File: src/rtl/paralelo_serial_if.sv
// Byte input handshake into the serializer: the producer drives data/valid, and the
// serializer returns ready.
interface paralelo_serial_if;
  logic [7:0] data_in;
  logic       valid_in;
  logic       ready_out;

  modport master (output data_in, output valid_in, input ready_out);
  modport slave  (input data_in, input valid_in, output ready_out);
endinterface

File: src/rtl/paralelo_serial.sv
// Transmit serializer: bytes are queued in a small FIFO and shifted out MSB first,
// one bit per clk_32f. A comma preamble is sent first, and idle bytes fill empty slots.
module paralelo_serial #(
  parameter logic [7:0] IDLE_BYTE  = 8'hBC,
  parameter int         SYNC_BYTES = 4,
  parameter int         FIFO_DEPTH = 4
) (
  input  logic                          clk_32f,
  input  logic                          reset,
  paralelo_serial_if.slave              s_in,
  output logic                          data_out,
  output logic                          byte_start,
  output logic                          valid_byte,
  output logic                          active,
  output logic [$clog2(FIFO_DEPTH):0]   fifo_count
);
  localparam int AW = $clog2(FIFO_DEPTH);
  localparam logic [AW:0] FULL_CNT = (AW+1)'(FIFO_DEPTH);
  localparam logic [0:0] ST_PREAMBLE = 1'b0;
  localparam logic [0:0] ST_RUN      = 1'b1;

  logic [2:0]    r_bit_cnt;
  logic [7:0]    r_sh;
  logic [3:0]    r_pre_cnt;
  logic [0:0]    r_state;
  logic          r_valid_byte;
  logic [7:0]    r_mem [FIFO_DEPTH];
  logic [AW-1:0] r_wr_ptr;
  logic [AW-1:0] r_rd_ptr;
  logic [AW:0]   r_count;

  logic w_load;
  logic w_may_pop;
  logic w_push;
  logic w_pop;

  assign s_in.ready_out = (r_count != FULL_CNT);
  assign w_push    = s_in.valid_in && s_in.ready_out;
  assign w_load    = (r_bit_cnt == 3'd7);
  // The last preamble boundary may already carry data, so it counts as a pop slot.
  assign w_may_pop = (r_state == ST_RUN) || (r_pre_cnt == 4'd0);
  assign w_pop     = w_load && w_may_pop && (r_count != '0);

  assign data_out   = r_sh[7];
  assign byte_start = (r_bit_cnt == 3'd0);
  assign valid_byte = r_valid_byte;
  assign active     = (r_state == ST_RUN);
  assign fifo_count = r_count;

  always_ff @(posedge clk_32f) begin
    if (reset) begin
      r_bit_cnt    <= 3'd0;
      r_sh         <= IDLE_BYTE;
      r_pre_cnt    <= 4'(SYNC_BYTES - 1);
      r_state      <= ST_PREAMBLE;
      r_valid_byte <= 1'b0;
    end else begin
      r_bit_cnt <= r_bit_cnt + 3'd1;
      if (!w_load) begin
        r_sh <= {r_sh[6:0], 1'b0};
      end else if (w_pop) begin
        r_sh         <= r_mem[r_rd_ptr];
        r_valid_byte <= 1'b1;
      end else begin
        r_sh         <= IDLE_BYTE;
        r_valid_byte <= 1'b0;
      end
      if (w_load && r_state == ST_PREAMBLE) begin
        if (r_pre_cnt != 4'd0) begin
          r_pre_cnt <= r_pre_cnt - 4'd1;
        end else begin
          r_state <= ST_RUN;
        end
      end
    end
  end

  // Storage is not cleared on reset; only the pointers and the count are.
  always_ff @(posedge clk_32f) begin
    if (w_push) begin
      r_mem[r_wr_ptr] <= s_in.data_in;
    end
  end

  always_ff @(posedge clk_32f) begin
    if (reset) begin
      r_wr_ptr <= '0;
      r_rd_ptr <= '0;
      r_count  <= '0;
    end else begin
      if (w_push) r_wr_ptr <= r_wr_ptr + 1'b1;
      if (w_pop)  r_rd_ptr <= r_rd_ptr + 1'b1;
      case ({w_push, w_pop})
        2'b10:   r_count <= r_count + 1'b1;
        2'b01:   r_count <= r_count - 1'b1;
        default: r_count <= r_count;
      endcase
    end
  end
endmodule
File: src/flat_wrapper.sv
// flat-port wrapper written by rule: the top's interface ports become plain ports
module paralelo_serial_flat 
#(
  parameter logic [7:0] IDLE_BYTE  = 8'hBC,
  parameter int         SYNC_BYTES = 4,
  parameter int         FIFO_DEPTH = 4
)
  (clk_32f, reset, data_out, byte_start, valid_byte, active, fifo_count, s_in_data_in, s_in_valid_in, s_in_ready_out);
  paralelo_serial_if s_in_i ();
  input  logic clk_32f;
  input  logic reset;
  output logic data_out;
  output logic byte_start;
  output logic valid_byte;
  output logic active;
  output logic [$clog2(FIFO_DEPTH):0] fifo_count;
  input wire logic [$bits(s_in_i.data_in)-1:0] s_in_data_in;
  input wire logic [$bits(s_in_i.valid_in)-1:0] s_in_valid_in;
  output wire logic [$bits(s_in_i.ready_out)-1:0] s_in_ready_out;
  assign s_in_i.data_in = s_in_data_in;
  assign s_in_i.valid_in = s_in_valid_in;
  assign s_in_ready_out = s_in_i.ready_out;
  paralelo_serial #(.IDLE_BYTE(IDLE_BYTE), .SYNC_BYTES(SYNC_BYTES), .FIFO_DEPTH(FIFO_DEPTH)) u_core (.clk_32f(clk_32f), .reset(reset), .s_in(s_in_i), .data_out(data_out), .byte_start(byte_start), .valid_byte(valid_byte), .active(active), .fifo_count(fifo_count));
endmodule
File: config.mk
export PLATFORM = sky130hd
export DESIGN_NAME = paralelo_serial_flat
export DESIGN_NICKNAME = d
export VERILOG_FILES = /design/src/rtl/paralelo_serial_if.sv /design/src/rtl/paralelo_serial.sv /design/src/flat_wrapper.sv
export SDC_FILE = /design/constraint.sdc
export NUM_CORES = 1
export LEC_CHECK = 0
export CAP_MARGIN = 20
export CORE_AREA = 2 2 76 78
export DETAILED_ROUTE_END_ITERATION = 10
export DIE_AREA = 0 0 78 80
export MAX_ROUTING_LAYER = met4
export PLACE_DENSITY = 0.71
export SKIP_LAST_GASP = 1
export SLEW_MARGIN = 10
export SYNTH_ARGS = -nofsm -noshare
export SYNTH_HDL_FRONTEND = slang
export SYNTH_SLANG_ARGS = --single-unit
File: constraint.sdc
create_clock -name clk_32f -period 3.46 [get_ports clk_32f]
set_input_delay 0.692 -clock clk_32f [delete_from_list [all_inputs] [get_ports clk_32f]]
set_output_delay 0.692 -clock clk_32f [all_outputs]
set_load 0.02 [all_outputs]
==> impl_metrics.env, run 1 <==
export IMPL_drc=0
export IMPL_numClockSinks=58
export IMPL_path_common_cell="ha_1"
export IMPL_root_buffer="clkbuf_8"
export IMPL_numCtsBuffers=9
export IMPL_synth_area_leaders="edfxtp_1 41%, dfxtp_1 22%, mux4_2 7.7%"
export IMPL_setup_ws_ns=0.794
export IMPL_final_cell_mix="32 x edfxtp_1, 26 x dfxtp_1, 18 x clkdlybuf4s50_1"
export IMPL_drive_gt1_frac=0.147
export IMPL_ys_seq_elements=58
export IMPL_slew_headroom=0.595
export IMPL_hold_viol=0
export IMPL_powerDensity_nw_per_um2=513
export IMPL_worst_slew_pin_slew_ns=0.604
export IMPL_dr_wl_met3_um=141
export IMPL_synth_area_um2=2340
export IMPL_coreArea_um2=5410
export IMPL_fin_setup_tns_ns=0
export IMPL_yosys_warnings=0
export IMPL_clockBufferDepth=2
export IMPL_crit_family="adder cells"
export IMPL_syn_inst=163
export IMPL_fin_area_um2=2770
export IMPL_cap_violations=0
export IMPL_skew_ns=0.00876
export IMPL_placed_cells=247
export IMPL_yosysSeqAreaShare=0.634
export IMPL_p_leak_nw=1.00
export IMPL_wirelength_um=3680
export IMPL_rsz0062_at_grt="no"
export IMPL_dpl_cell_area_um2=2580
export IMPL_clk_pin_slew_ns=0.06
export IMPL_finalPower_mw=1.42
export IMPL_fmax_mhz=375
export IMPL_clk_latency_ns=0.33
export IMPL_crit_type="reg -> reg"
export IMPL_syn2layout_area_growth_pct=18.3
export IMPL_layout_cells_most_common="edfxtp_1"
export IMPL_overflow=0
export IMPL_async_reset_ff_frac=0
export IMPL_irDropWorstVdd_mv=0.340
export IMPL_drt_first_pass_iters=4
export IMPL_port_buffers=18
export IMPL_die_area_um2=6240
export IMPL_grt_max_degree=25
export IMPL_slowest_delay_ns=0.37
export IMPL_finalSetupViolCount=0
export IMPL_arrival_ns=2.93
export IMPL_initialDrtViolationCount=51
export IMPL_track_usage=0.139
export IMPL_route_met2_wl_um=1790
export IMPL_yosys_area_top_type="edfxtp_1"
export IMPL_avgSynthCellArea_um2=14.3
export IMPL_critPathSlowestCell="ha_1"
export IMPL_via_count=1333
export IMPL_synth_edf_count=32
export IMPL_synth_top_cell_area_share=0.411
export IMPL_num_rows=27
export IMPL_dieHeight_um=80
export IMPL_die_w_um=78
export IMPL_ant_nets=0
export IMPL_antenna_cells=0
export IMPL_cts_tree="built"
export IMPL_antenna_found_initial=0
export IMPL_wl_per_cell_um=14.0
export IMPL_ios=19
export IMPL_path_cells="ha_1 -> ha_1 -> o31a_1 -> a21boi_4 -> ha_1 -> inv_1 -> fa_1 -> xor2_1 -> or3_1 -> a21oi_1"
export IMPL_viasPerCell=5.09
export IMPL_m1WireLength_um=1690
export IMPL_worst_path_max_fanout=11
export IMPL_crit_path_end_kind="flip-flop"
export IMPL_critPathLaunchType="flip-flop"
export IMPL_hpwl_um=2480
export IMPL_cts_resized_gates=0
export IMPL_synthDistinctLibCells=36
export IMPL_maxSlewViolCount=0
export IMPL_nets=207
export IMPL_grt_pass1_vias=1353
export IMPL_highest_layer="met4"
export IMPL_finalCriticalPeriod_ns=2.67
export IMPL_start_util=0.432
export IMPL_synth_nets=184
export IMPL_cp_required_ns=3.73
export IMPL_htreeDepth=3
export IMPL_crit_buf_inv=1
export IMPL_globalplace_congestion=0.684
export IMPL_grt_pass1_wl_um=6220
export IMPL_finalNonFillerCells=262
export IMPL_hold_buffers=0
export IMPL_ys_flop_type="edfxtp_1"
export IMPL_status="complete, no violations"
export IMPL_cts_setup_buffers=0
export IMPL_period_share=0.771
export IMPL_place_ws_ns=0.797
export IMPL_min_path_type="reg -> reg"
where the power goes:
group	leakage (nW)	internal (mW)	switching [mW]
combinational	0.407	0.0413	0.0437
sequential	0.506	0.753	0.0101
clock	0.0885	0.323	0.249
final timing paths:
check	start	to	slack (ns)	cells past startpoint
worst min-delay path	u_core.r_bit_cnt[0]	u_core.r_bit_cnt[0]	0.45	1
worst max-delay path	u_core.r_bit_cnt[0]	u_core.fifo_count[2]	0.79	10
worst min register to register	u_core.r_bit_cnt[0]	u_core.r_bit_cnt[0]	0.45	1
worst max register to register	u_core.r_bit_cnt[0]	u_core.fifo_count[2]	0.79	10
final cells by class:
type                       count  area (µm²)
fill                         482        2640
sequential                    58        1480
multi-input combinational     82         763
timing repair buffer          19         188
clock buffer                   9         124
tap                           72        90.1
inverter                      16        60.1
clock inverter                 6        58.8
registers in the layout (all words and copies together), names as in the netlist, 2 cells and up, named ones only:
register and count:
u_core.fifo_count 3, u_core.r_bit_cnt 3, u_core.r_mem 32, u_core.r_pre_cnt 4
u_core.r_rd_ptr 2, u_core.r_sh 8, u_core.r_wr_ptr 2
synthesized netlist by cell type (all sizes together), types with 3 or more instances:
master and count:
dfxtp 26, a21oi 5, o21ai 4, mux4 8
nor2b 8, nor2 8, or3 3, nand3 3
inv 16, and3 4, ha 9, mux2 4
buf 4, clkbuf 3, edfxtp 32, o32a 5
layer usage:
metal | vias up | track usage
met5 | - | -
met4 | 0 | 0.0632
met3 | 7 | 0.0577
met2 | 21 | 0.221
met1 | 661 | 0.154
li1 | 644 | -
cells by family (layout without fill, tap and decap cells):
group	Yosys count	after routing	share of synthesized area
compound gates	25	25	0.0830
xor+xnor	2	2	0.00750
fa+ha+maj	10	10	0.0567
buf+inv	23	50	0.0396
flops	58	58	0.634
mux	12	12	0.0964
simple gates	33	33	0.0830
through the flow:
stage               utilization  hold WS (ns)
floorplan                     -         0.417
global placement          0.478         0.429
detailed placement        0.478         0.434
CTS                       0.512         0.449
global route              0.512         0.477
finish                    0.512         0.448
No activity file was read; power rests on OpenSTA's default activity.
==> run 2, diff against run 1 <==
--- a/config.mk
+++ b/config.mk
@@ -10,7 +10,7 @@
 export DETAILED_ROUTE_END_ITERATION = 10
 export DIE_AREA = 0 0 78 80
 export MAX_ROUTING_LAYER = met4
-export PLACE_DENSITY = 0.71
+export PLACE_DENSITY = 0.74
 export SKIP_LAST_GASP = 1
 export SLEW_MARGIN = 10
 export SYNTH_ARGS = -nofsm -noshare
==> constraint.sdc (replaced) <==
create_clock -name clk_32f -period 2.1 [get_ports clk_32f]
set_input_delay 0.42 -clock clk_32f [delete_from_list [all_inputs] [get_ports clk_32f]]
set_output_delay 0.42 -clock clk_32f [all_outputs]
set_load 0.02 [all_outputs]
==> run 2 against run 1 <==
  * The run now ends with setup timing left
  * Clock skew decreased by 0.0012 ns
  * Register-to-register slack got worse by 0.97 ns
  * Setup slack got worse by 0.97 ns
  * Core utilization increased by 3.6 points
  * Clock power increased by 85%
  * Die area unchanged
  * Cell area increased by 7.1%
  * Via count increased by 4.2%
  * Non-clock buffer count increased by 19
  * Count of clock-buffer cells in the layout increased by 3
  * Fmax increased by 17%
  * Sequential share of layout area decreased by 3.5 points
  * Largest power group unchanged
==> impl_metrics.env, run 2 (same netlist as run 1, synthesis figures left out) <==
export IMPL_top_register="u_core.r_mem"
export IMPL_slew_headroom=0.551
export IMPL_ant_nets=0
export IMPL_final_core_util=0.548
export IMPL_die_area_um2=6240
export IMPL_path_common_cell="ha_4"
export IMPL_p_leak_nw=1.10
export IMPL_critPathLaunchType="flip-flop"
export IMPL_root_buffer="clkbuf_8"
export IMPL_finalCriticalPeriod_ns=2.28
export IMPL_path_cells="inv_1 -> ha_4 -> or3b_4 -> a21boi_4 -> ha_4 -> inv_2 -> fa_2 -> xor2_1 -> or3_1 -> a21oi_2"
export IMPL_cap_violations=0
export IMPL_port_buffers=18
export IMPL_crit_type="reg -> reg"
export IMPL_largest_reg_flops=32
export IMPL_viasPerCell=4.93
export IMPL_overflow=0
export IMPL_drc=0
export IMPL_whs_ns=0.465
export IMPL_place_ws_ns=-0.242
export IMPL_coreArea_um2=5410
export IMPL_cts_tree="built"
export IMPL_critPathSlowestCell="or3b_4"
export IMPL_num_rows=27
export IMPL_skew_ns=0.00756
export IMPL_ios=19
export IMPL_syn2layout_area_growth_pct=26.7
export IMPL_globalplace_congestion=0.801
export IMPL_hpwl_um=2660
export IMPL_worst_path_max_fanout=2
export IMPL_layout_cells_most_common="edfxtp_1"
export IMPL_htreeDepth=3
export IMPL_startpoint="u_core.r_pre_cnt[0]"
export IMPL_crit_path_end_kind="flip-flop"
export IMPL_antenna_cells=0
export IMPL_start_util=0.432
export IMPL_antenna_found_initial=0
export IMPL_reg_top3="u_core.r_mem: 32 flops, u_core.r_sh: 8 flops, u_core.r_pre_cnt: 4 flops"
export IMPL_hold_buffers=0
export IMPL_crit_end="u_core.fifo_count[2]"
export IMPL_grt_pass1_vias=1392
export IMPL_grt_pass1_wl_um=6450
export IMPL_worst_slew_pin_slew_ns=0.671
export IMPL_grt_max_degree=13
export IMPL_period_share=1.09
export IMPL_status="complete, but fails checks"
export IMPL_irDropWorstVdd_mv=0.450
export IMPL_maxSlewViolCount=0
export IMPL_drt_first_pass_iters=4
export IMPL_slowest_delay_ns=0.40
export IMPL_finalSetupViolCount=1
export IMPL_cp_required_ns=2.35
export IMPL_dpl_cell_area_um2=2710
export IMPL_violations="setup timing"
export IMPL_n_fill_cell=443
export IMPL_wirelength_um=3820
export IMPL_fmax_mhz=439
export IMPL_crit_family="simple AND/OR/NAND/NOR gates"
export IMPL_rsz0062_at_grt="yes"
export IMPL_numClockSinks=58
export IMPL_die_w_um=78
export IMPL_final_cell_mix="32 x edfxtp_1, 25 x dfxtp_1, 20 x buf_4"
export IMPL_clk_latency_ns=0.32
export IMPL_register_area_um2=1480
export IMPL_r2r_slack_ns=-0.18
export IMPL_track_usage=0.141
export IMPL_min_path_type="reg -> reg"
export IMPL_fin_area_um2=2960
export IMPL_via_count=1389
export IMPL_nets=226
export IMPL_clockBufferDepth=2
export IMPL_arrival_ns=2.53
export IMPL_multi_input_area_um2=797
export IMPL_wl_per_cell_um=13.6
export IMPL_drive_gt1_frac=0.248
export IMPL_r2r_start="u_core.r_pre_cnt[0]"
export IMPL_rr_endpoint="u_core.fifo_count[2]"
export IMPL_crit_cells=10
export IMPL_crit_buf_inv=2
export IMPL_setup_ws_ns=-0.179
export IMPL_powerDensity_nw_per_um2=834
export IMPL_hold_viol=0
export IMPL_numCtsBuffers=9
export IMPL_clk_pin_slew_ns=0.06
export IMPL_initialDrtViolationCount=50
export IMPL_reg2reg_depth=10
export IMPL_dieHeight_um=80
export IMPL_finalPower_mw=2.47
==> run 2: cell count changes in the layout (fill, tap and decap cells not counted), moves of 2 or more <==
cell and delta:
buf_4 +19, clkbuf_1 +3, ha_1 -3, clkdlybuf4s50_1 -2
clkinv_2 -2, clkinvlp_4 -2, dlygate4sd2_1 +2, ha_4 +2
inv_1 -2, inv_2 +2
==> run 2: metrics by stage <==
step,TNS (ns),cells
3_3_place_gp,-0.143,263
5_1_grt,-0.300,282
3_5_place_dp,-0.291,263
4_1_cts,-0.151,281
6_report,-0.179,282
2_1_floorplan,-0.172,163
==> run 2: routing by layer <==
layer | track usage | up-vias | share of wire
met4 | 0.0579 | 0 | 0.0099
met5 | - | - | 0
met1 | 0.161 | 681 | 0.45
li1 | - | 687 | -
met3 | 0.0441 | 2 | 0.025
met2 | 0.233 | 19 | 0.51
==> run 2: area by class of cell <==
cell class | count | area share
timing repair buffer | 38 | 0.111
clock buffer | 12 | 0.0456
inverter | 16 | 0.0203
multi-input combinational | 82 | 0.269
tap | 72 | 0.0304
clock inverter | 4 | 0.0228
sequential | 58 | 0.501
==> run 2: tightest hold or removal path, delay by kind of cell, from the launching register on <==
family,cells,cell delay (ns)
buffers and inverters,1,0.04
AO/OA/AOI/OAI,1,0.07
flip-flops,1,0.30
==> run 2: worst min-delay path by stage <==
stage / cells past startpoint / slack, ns / endpoint / startpoint
finish: 2 / 0.46 / u_core.r_sh[6] / u_core.r_sh[5]
global route: 2 / 0.49 / u_core.r_sh[1] / u_core.r_sh[0]
CTS: 2 / 0.47 / u_core.r_sh[1] / u_core.r_sh[0]
detailed placement: 1 / 0.45 / u_core.r_sh[7] / u_core.r_sh[6]
global placement: 1 / 0.45 / u_core.r_sh[4] / u_core.r_sh[3]
floorplan: 1 / 0.42 / u_core.r_bit_cnt[0] / u_core.r_bit_cnt[0]
==> run 2: power by group <==
group          switching [mW]  total [mW]  leakage (nW)  internal (mW)
Combinational          0.0769       0.156         0.495         0.0790
Sequential             0.0145        1.25         0.506           1.24
Clock                   0.395        1.06        0.0997          0.662
Total                   0.487        2.47          1.10           1.98
==> run 2: timing repair <==
item	in CTS	in global routing
resized for setup	8	1
setup buffers	2	1
pin swaps	2	2
setup endpoints to repair	4	2
hold endpoints to repair	0	0
